[config.mk]
export PLATFORM = sky130hd
export DESIGN_NAME = sort4_ctrl
export DESIGN_NICKNAME = d
export VERILOG_FILES = /design/src/rtl/sort4_ctrl.sv
export SDC_FILE = /design/constraint.sdc
export NUM_CORES = 1
export LEC_CHECK = 0
export ABC_AREA = 1
export BUFFER_PORTS_ARGS = -buffer_cell sky130_fd_sc_hd__buf_2
export CAP_MARGIN = 20
export CELL_PAD_IN_SITES_DETAIL_PLACEMENT = 1
export CELL_PAD_IN_SITES_GLOBAL_PLACEMENT = 1
export CORE_MARGIN = 2
export CORE_UTILIZATION = 30
export DETAILED_ROUTE_END_ITERATION = 10
export PLACE_DENSITY = 0.64
export SKIP_LAST_GASP = 1
export SYNTH_ARGS = -nofsm -noshare
export SYNTH_HDL_FRONTEND = slang
export SYNTH_SLANG_ARGS = --single-unit
[constraint.sdc]
create_clock -name clk -period 3.7 [get_ports clk]
set_clock_uncertainty 0.05 [all_clocks]
set_input_delay 0.37 -clock clk [delete_from_list [all_inputs] [get_ports clk]]
set_output_delay 0.37 -clock clk [all_outputs]
set_load 0.01 [all_outputs]
[src/rtl/sort4_ctrl.sv]
// sort4_ctrl: four-entry in-place bubble sorter around one shared 10-bit
// less_or_eq comparator. One compare-and-conditional-swap per clock.
// Optional feature macro: SORT_EARLY_EXIT_EN (finish after the first pass
// that makes no swap). Results are identical with or without it.

module less_or_eq #(
  parameter int W = 10
) (
  input  logic [W-1:0] a,
  input  logic [W-1:0] b,
  output logic         out
);
  assign out = (a <= b);
endmodule

module sort4_ctrl #(
  parameter bit DESC = 1'b0
) (
  input  logic        clk,
  input  logic        rst,
  input  logic        in_valid,
  output logic        in_ready,
  input  logic [39:0] in_data,
  output logic        out_valid,
  input  logic        out_ready,
  output logic [39:0] out_data,
  output logic [2:0]  out_swaps,
  output logic        busy
);

  typedef enum logic [1:0] {IDLE, SORT, DONE} state_t;

  state_t          state, state_nx;
  logic [3:0][9:0] r;
  logic [1:0]      pass, idx, idx_hi;
  logic [2:0]      swaps;
  logic            pass_swapped;
  logic [9:0]      lo_val, hi_val, cmp_a, cmp_b;
  logic            le, do_swap, pass_end, sort_end, accept;

  // Pair under test: r[idx] (lower slot) and r[idx+1] (upper slot).
  assign idx_hi = idx + 2'd1;
  assign lo_val = r[idx];
  assign hi_val = r[idx_hi];

  // Descending order just swaps comparator operands; "out=0" always means
  // the pair is out of order, and equal values never move (stable).
  assign cmp_a = DESC ? hi_val : lo_val;
  assign cmp_b = DESC ? lo_val : hi_val;

  less_or_eq #(.W(10)) u_cmp (
    .a   (cmp_a),
    .b   (cmp_b),
    .out (le)
  );

  assign do_swap  = (state == SORT) && !le;
  // Pass p covers idx 0..(2-p).
  assign pass_end = (idx == (2'd2 - pass));

`ifdef SORT_EARLY_EXIT_EN
  // A clean pass (including this cycle's compare) means the vector is sorted.
  assign sort_end = pass_end && ((pass == 2'd2) || !(pass_swapped || do_swap));
`else
  assign sort_end = pass_end && (pass == 2'd2);
`endif

  assign in_ready  = (state == IDLE);
  assign out_valid = (state == DONE);
  assign busy      = (state == SORT);
  assign accept    = in_valid && in_ready;
  assign out_data  = r;
  assign out_swaps = swaps;

  // State register.
  always_ff @(posedge clk or posedge rst) begin
    if (rst) state <= IDLE;
    else     state <= state_nx;
  end

  // Next-state decode.
  always_comb begin
    state_nx = state;
    case (state)
      IDLE:    if (in_valid)  state_nx = SORT;
      SORT:    if (sort_end)  state_nx = DONE;
      DONE:    if (out_ready) state_nx = IDLE;
      default: state_nx = IDLE;
    endcase
  end

  // Datapath: capture on accept, then one compare/swap per SORT cycle.
  always_ff @(posedge clk or posedge rst) begin
    if (rst) begin
      r            <= '0;
      pass         <= '0;
      idx          <= '0;
      swaps        <= '0;
      pass_swapped <= 1'b0;
    end else if (accept) begin
      r            <= in_data;
      pass         <= '0;
      idx          <= '0;
      swaps        <= '0;
      pass_swapped <= 1'b0;
    end else if (state == SORT) begin
      if (do_swap) begin
        r[idx]       <= hi_val;
        r[idx_hi]    <= lo_val;
        swaps        <= swaps + 3'd1;
        pass_swapped <= 1'b1;
      end
      if (pass_end) begin
        idx          <= '0;
        pass         <= pass + 2'd1;
        pass_swapped <= 1'b0;
      end else begin
        idx          <= idx + 2'd1;
      end
    end
  end

endmodule
==> results of run 1 <==
-- worst max-delay path, stage by stage, from the launching register on --
cell and delay (ns):
dfrtp_1 0.40, inv_4 0.04, ha_1 0.30, inv_1 0.36
nand3_1 0.30, nand2_1 0.14, ha_1 0.25, nand2_1 0.11
inv_1 0.05, a21oi_1 0.20, nand3_2 0.16, nand2_4 0.13
nand2_8 0.17, buf_4 0.26, nand3_1 0.08, nand2_1 0.07
-- cell usage after synthesis, drive strengths merged --
cell | count | area (um2)
a21oi | 4 | 20.0
and2 | 10 | 62.6
buf | 29 | 223
clkbuf | 5 | 18.8
dfrtp | 49 | 1230
ha | 17 | 213
inv | 20 | 77.6
nand2 | 365 | 1410
nand3 | 173 | 891
nand3b | 2 | 15.0
nor2 | 10 | 50.1
nor3 | 1 | 5.00
o21a | 1 | 7.51
o21ai | 3 | 15.0
xnor2 | 2 | 17.5
xor2 | 1 | 8.76
-- flip-flops by register name, summed over array words and instances (netlist names) --
register and cells:
idx 2, out_data 40, out_swaps 3, pass 2, state 2
-- metrics by stage --
| step | setup WS [ns] | utilization, % | hold WS [ns] | cell area, um2 | instances |
|---|---|---|---|---|---|
| finish | 0.510 | 35.9 | 0.0817 | 4980 | 948 |
| global route | 0.193 | 35.9 | 0.128 | 4980 | 948 |
| CTS | 0.508 | 35.9 | 0.102 | 4980 | 948 |
| detailed placement | 0.528 | 34.6 | 0.427 | 4800 | 940 |
| global placement | 0.637 | 34.4 | 0.455 | 4780 | 939 |
| floorplan | 0.936 | - | 0.432 | 4260 | 692 |
-- worst min-delay path by stage --
stage                                           to  slack [ns]  cells after the start
final                     out_data[15]$_DFFE_PP0P_        0.08                      2
after global routing       out_data[4]$_DFFE_PP0P_        0.13                      2
after CTS                 out_data[15]$_DFFE_PP0P_        0.10                      2
after detailed placement  out_data[15]$_DFFE_PP0P_        0.43                      2
after global placement         pass[1]$_DFFE_PP0P_        0.46                      2
after floorplan                pass[1]$_DFFE_PP0P_        0.43                      2
-- power by group through the flow --
stage | Clock (mW) | Sequential (mW) | Combinational, mW
5_1_grt | 0.597 | 0.973 | 4.02
6_report | 0.563 | 0.942 | 3.54
2_1_floorplan | 0 | 0.960 | 2.56
3_3_place_gp | 0 | 0.936 | 3.48
3_5_place_dp | 0 | 0.952 | 3.54
4_1_cts | 0.578 | 0.943 | 3.56
-- metal layers --
layer / up-vias / share of wire [%] / track usage (%)
met1: 2281 / 50 / 30.8
met4: 0 / 1.4 / 4.69
met5: - / 0 / 0
met2: 126 / 44 / 34.4
li1: 2379 / - / -
met3: 11 / 4.7 / 3.69
-- cell families (layout without fill, tap and decap cells) --
logic type | after synthesis | count (layout) | synth area share (%)
and+or+nand+nor | 561 | 561 | 57.1
buffers and inverters | 54 | 130 | 7.49
DFF | 49 | 49 | 28.8
adders and majority gates | 17 | 17 | 4.99
AOI/OAI and AO/OA | 8 | 8 | 0.998
xor gates and xnor gates | 3 | 3 | 0.617
-- layout make-up --
cell class                      count  area [um2]  area share [%]
Multi-Input combinational cell    589        2720            54.6
Sequential cell                    49        1230            24.6
Timing Repair Buffer              102         556            11.2
Tap cell                          180         225            4.52
Clock buffer                        6         139            2.79
Inverter                           20        77.6            1.56
Clock inverter                      2        37.5           0.754
==> impl_results.md, run 1 <==
* Hold crit path type: input port to asynchronous set/reset pin
* Die height at 123 um
* Share of power burned in combinational logic at 70.2%
* Total grt overflow at 0
* Part of the power in registers at 18.7%
* DRC at 0
* Hold Vio Cnt, Final at 0
* Int Pwr at around 2.1 mW
* Critical Path RT at 3.84 ns
* DIE WIDTH at 123 um
* Antenna Cells at 0
* CP startpoint: idx[0]$_DFFE_PP0P_
* Cell variety after synth at 26
* Die ar. at 15200 um2
* Fin crit share at 86.2%
* Min cycle time layout at roughly 3.2 ns
* LEAKAGE at 2.85 nW
* Net Sw Power at 2.92 mW
* Drt total wl at ~16000 um
* Hpwl dp at 12300 um
* Routed wire length per instance at 16.6 um
* Crit path arrival time at 3.33 ns
* Clk_lat worst skew at 0.30 ns
* Worst vdd ir at 0.257 mV
* Antenna Nets Post-Route at 0
* Final GP Congestion at 0.883
* Overall Global Routing Usage at between 20 and 25%
* Endpoints failing setup at 0
* Status: finished clean
* First-pass GRT wire length at 25500 um
* Syn Area/Cell at 6.16 um2
* Net Count, Synth at 753
* Synthesis Warnings at 0
* Worst-path fanout max at 33
* Slew HR at about 51%
* Port Buffers at 89
* Worst r2r dst: out_data[27]$_DFFE_PP0P_
* Vias/cell at 5.06
* Most common cell after layout, fill and taps aside: nand2_1
* Largest net degree at the start of global routing at 47
* DRT Pass-1 Iters at 4
* Crit Path Class: register to register
* Area delta synth->final at 16.8%
* CTS clk-pin slew, worst paths at 0.07 ns
* R2r worst-path depth at 15
* Gate Count Post-Synth at around 690
* Depth of the CTS H-tree at 2
* Reg2reg start: idx[0]$_DFFE_PP0P_
* Initial antenna violation count at 0
* Number of core rows at 43
* Num CTS Buffers at 5
* Max-cap violations at 0
* Via count of the routed design at 4797
* Max Fclk at 0.314 GHz
* Final setup TNS at 0 ns
* Post CTS Setup Buffer Count at 0
* Seq/Total Area, Yosys at 28.8%
* Clk Tree Root Cell: clkbuf_16
* # IOs at 90
* Core Region at roughly 14000 um2
* DRT iter0 DRCs at 318
* Unrepaired setup endpoints after global routing: false
* Total power draw at 5.05 mW
* PostCTS Resize Cnt at 0
* Synth Register Bits at between 40 and 50
* Clock tree from TritonCTS: built
* Clock Power Share at 11.2%
* Max-slew violations at 0
* Number of global-route vias before repair at between 4k and 5k
* Synthesized area at 4260 um2
* Most frequent cells in the layout: nand2_1 (358), nand3_1 (168), buf_2 (89), dfrtp_1 (49), ha_1 (17)
* Nets@finish at 828
* Hold_buf cts at 0
* Starting Density at 30.7%
* Share of layout cells above drive strength 1 at ~17%
* Worst setup path endpoint: out_data[27]$_DFFE_PP0P_
* Switching share of power at 57.8%
* Critical Path Start Type: register
* # clock sinks at approximately 50
* Worst Setup End Kind: register
* Clock Tree Buf Depth at 2
* Reg2reg setup slack at 0.51 ns
* Worst slew pin tran at 0.734 ns
* PwrDens at 1010 nW/um2
* FILL cells at 1881
Power figures use the tool's default switching activity.
==> inputs of run 2 (changes only) <==
--- a/config.mk
+++ b/config.mk
@@ -11,9 +11,9 @@
 export CELL_PAD_IN_SITES_DETAIL_PLACEMENT = 1
 export CELL_PAD_IN_SITES_GLOBAL_PLACEMENT = 1
 export CORE_MARGIN = 2
-export CORE_UTILIZATION = 30
+export CORE_UTILIZATION = 38
 export DETAILED_ROUTE_END_ITERATION = 10
-export PLACE_DENSITY = 0.64
+export PLACE_DENSITY = 0.79
 export SKIP_LAST_GASP = 1
 export SYNTH_ARGS = -nofsm -noshare
 export SYNTH_HDL_FRONTEND = slang
==> run 2 against run 1 <==
Against the previous run: worst hold slack got worse by 0.067 ns; non-clock buffer count fell by 2; total power fell by 3.0%; setup slack got worse by 0.20 ns; sequential cell count unchanged; critical endpoint is now out_data[0]$_DFFE_PP0P_.
==> impl_results.md, run 2 (same netlist as run 1, synthesis figures left out) <==
* Status: finished clean (unchanged)
* Port Buffers at 89 (unchanged)
* Share of layout cells above drive strength 1 at 17.0% (was 17.2%)
* Fin crit share at 91.7% (was 86.2%)
* DRT iter0 DRCs at 277 (was 318)
* Die height at 110 um (was 123 um)
* Worst vdd ir at 0.473 mV (was 0.257 mV)
* FILL cells at 1533 (was 1881)
* Dpl ws at 0.426 ns (was 0.528 ns)
* # clock sinks at 49 (unchanged)
* Max-slew violations at 0 (unchanged)
* Max reg flops at 40 (unchanged)
* Depth of the CTS H-tree at 2 (unchanged)
* Clk_lat worst skew at 0.34 ns (was 0.30 ns)
* Vias/cell at 5.45 (was 5.06)
* Worst slew pin tran at 0.748 ns (was 0.734 ns)
* Final GP Congestion at 0.949 (was 0.883)
* DIE WIDTH at 110 um (was 123 um)
* Reg2reg start: idx[0]$_DFFE_PP0P_ (unchanged)
* PwrDens at 1010 nW/um2 (about the same)
* PostCTS Resize Cnt at 0 (unchanged)
* Total power draw at 4.90 mW (was 5.05 mW)
* PnR worst setup slack at 0.306 ns (was 0.510 ns)
* Num CTS Buffers at 5 (unchanged)
* Met3 Wirelength at 602 um (was 747 um)
* Die ar. at 12100 um2 (was 15200 um2)
* Crit path arrival time at 3.63 ns (was 3.33 ns)
* # IOs at 90 (unchanged)
* Worst-path fanout max at 46 (was 33)
* Worst Setup End Kind: register (unchanged)
* Hold crit path type: input port to asynchronous set/reset pin (unchanged)
* LEAKAGE at 2.81 nW (was 2.85 nW)
* Antenna Cells at 0 (unchanged)
* Register area at 1230 um2 (unchanged)
* Initial antenna violation count at 0 (unchanged)
* DRT Pass-1 Iters at 5 (was 4)
* Min cycle time layout at 3.39 ns (was 3.19 ns)
* DR WL met2 at 8270 um (was 7000 um)
* Max Fclk at 0.295 GHz (was 0.314 GHz)
* First-pass GRT wire length at 25800 um (was 25500 um)
* Final setup TNS at 0 ns (unchanged)
* Starting Density at 39.1% (was 30.7%)
* Overall Global Routing Usage at 28.2% (was 21.7%)
* Worst r2r dst: out_data[0]$_DFFE_PP0P_ (was out_data[27]$_DFFE_PP0P_)
* Nets@finish at 826 (was 828)
* Clock Tree Buf Depth at 2 (unchanged)
* Max-cap violations at 0 (unchanged)
* Multi-input gate area at 2720 um2 (unchanged)
* Area delta synth->final at 13.5% (was 16.8%)
* Reg2reg setup slack at 0.31 ns (was 0.51 ns)
* Top routing layer in use: met4 (unchanged)
* Clk Tree Root Cell: clkbuf_8 (was clkbuf_16)
* Hold Vio Cnt, Final at 0 (unchanged)
* Slew HR at 50.0% (was 51.1%)
* Routed wire length per instance at 18.1 um (was 16.6 um)
* Largest net degree at the start of global routing at 54 (was 47)
* Post CTS Setup Buffer Count at 0 (unchanged)
* Clock tree from TritonCTS: built (unchanged)
* Endpoints failing setup at 0 (unchanged)
* Critical Path Start Type: register (unchanged)
* Most frequent cells in the layout: nand2_1 (358), nand3_1 (168), buf_2 (89), dfrtp_1 (49), ha_1 (17) (unchanged)
* M1 WL at 7200 um (was 7810 um)
* Most common cell after layout, fill and taps aside: nand2_1 (unchanged)
* Critical Path RT at 3.93 ns (was 3.84 ns)
* Number of global-route vias before repair at 4964 (was 4802)
* Crit Path Class: register to register (unchanged)
* Unrepaired setup endpoints after global routing: false (unchanged)
* Hold slack at 0.0146 ns (was 0.0817 ns)
* Hpwl dp at 12000 um (was 12300 um)
* Core Region at 10900 um2 (was 13900 um2)
* R2r worst-path depth at 15 (unchanged)
* DRC at 0 (unchanged)
* Number of core rows at 38 (was 43)
* Hold_buf cts at 0 (unchanged)
* Total grt overflow at 0 (unchanged)
* Via count of the routed design at 4939 (was 4797)
* Antenna Nets Post-Route at 0 (unchanged)
* CTS clk-pin slew, worst paths at 0.10 ns (was 0.07 ns)
* Drt total wl at 16400 um (was 15800 um)
==> run 2: cell count changes in the layout (fill, tap and decap cells not counted) <==
cell	before	now
clkbuf_8	1	7
bufinv_16	1	0
clkbuf_16	5	0
clkinvlp_4	1	0
clkinv_2	0	1
buf_4	12	10
==> run 2: power breakdown <==
part	internal [mW]	switching, mW	leakage (nW)
Clock	0.170	0.216	0.0542
Combinational	1.05	2.52	2.11
Sequential	0.728	0.216	0.647
Total	1.94	2.95	2.81
==> run 2: how the worst max path moves through the flow <==
stage / from / endpoint / slack, ns / cells past startpoint
floorplan: idx[0]$_DFFE_PP0P_ / out_data[10]$_DFFE_PP0P_ / 0.94 / 17
global placement: idx[0]$_DFFE_PP0P_ / out_data[5]$_DFFE_PP0P_ / 0.49 / 15
detailed placement: idx[0]$_DFFE_PP0P_ / out_data[7]$_DFFE_PP0P_ / 0.43 / 15
CTS: idx[0]$_DFFE_PP0P_ / out_data[0]$_DFFE_PP0P_ / 0.36 / 15
global route: idx[0]$_DFFE_PP0P_ / out_data[6]$_DFFE_PP0P_ / 0.06 / 15
finish: idx[0]$_DFFE_PP0P_ / out_data[0]$_DFFE_PP0P_ / 0.31 / 15
==> run 2: metrics by stage <==
| stage | std cells | instance area (um2) | util [%] |
|---|---|---|---|
| final | 906 | 4840 | 44.4 |
| after global routing | 906 | 4840 | 44.4 |
| after CTS | 905 | 4820 | 44.2 |
| after detailed placement | 897 | 4720 | 43.3 |
| after global placement | 897 | 4720 | 43.3 |
| after floorplan | 692 | 4260 | - |
==> run 2: critical path, cell delays in order (launching register included) <==
cell and delay [ns]:
dfrtp_1 0.42, inv_4 0.21, ha_1 0.29, inv_1 0.30
nand3_1 0.30, nand2_1 0.15, ha_1 0.24, nand2_1 0.11
inv_1 0.05, a21oi_1 0.19, nand3_2 0.15, nand2_4 0.13
nand2_8 0.21, nand2_2 0.32, nand2_1 0.12, nand2_1 0.08
==> run 2: metal layers <==
layer  global-route usage, %  up-vias
met5                       0        -
met2                    49.8      110
met3                    3.97       18
met4                    8.23        0
li1                        -     2383
met1                    35.3     2428
==> run 2: final cells by class <==
cell class                 instances  share of cell area [%]
inverter                          20                    1.60
multi-input combinational        589                    56.2
clock buffer                       7                    1.99
clock inverter                     1                   0.103
sequential                        49                    25.3
tap                              140                    3.62
timing repair buffer             100                    11.2
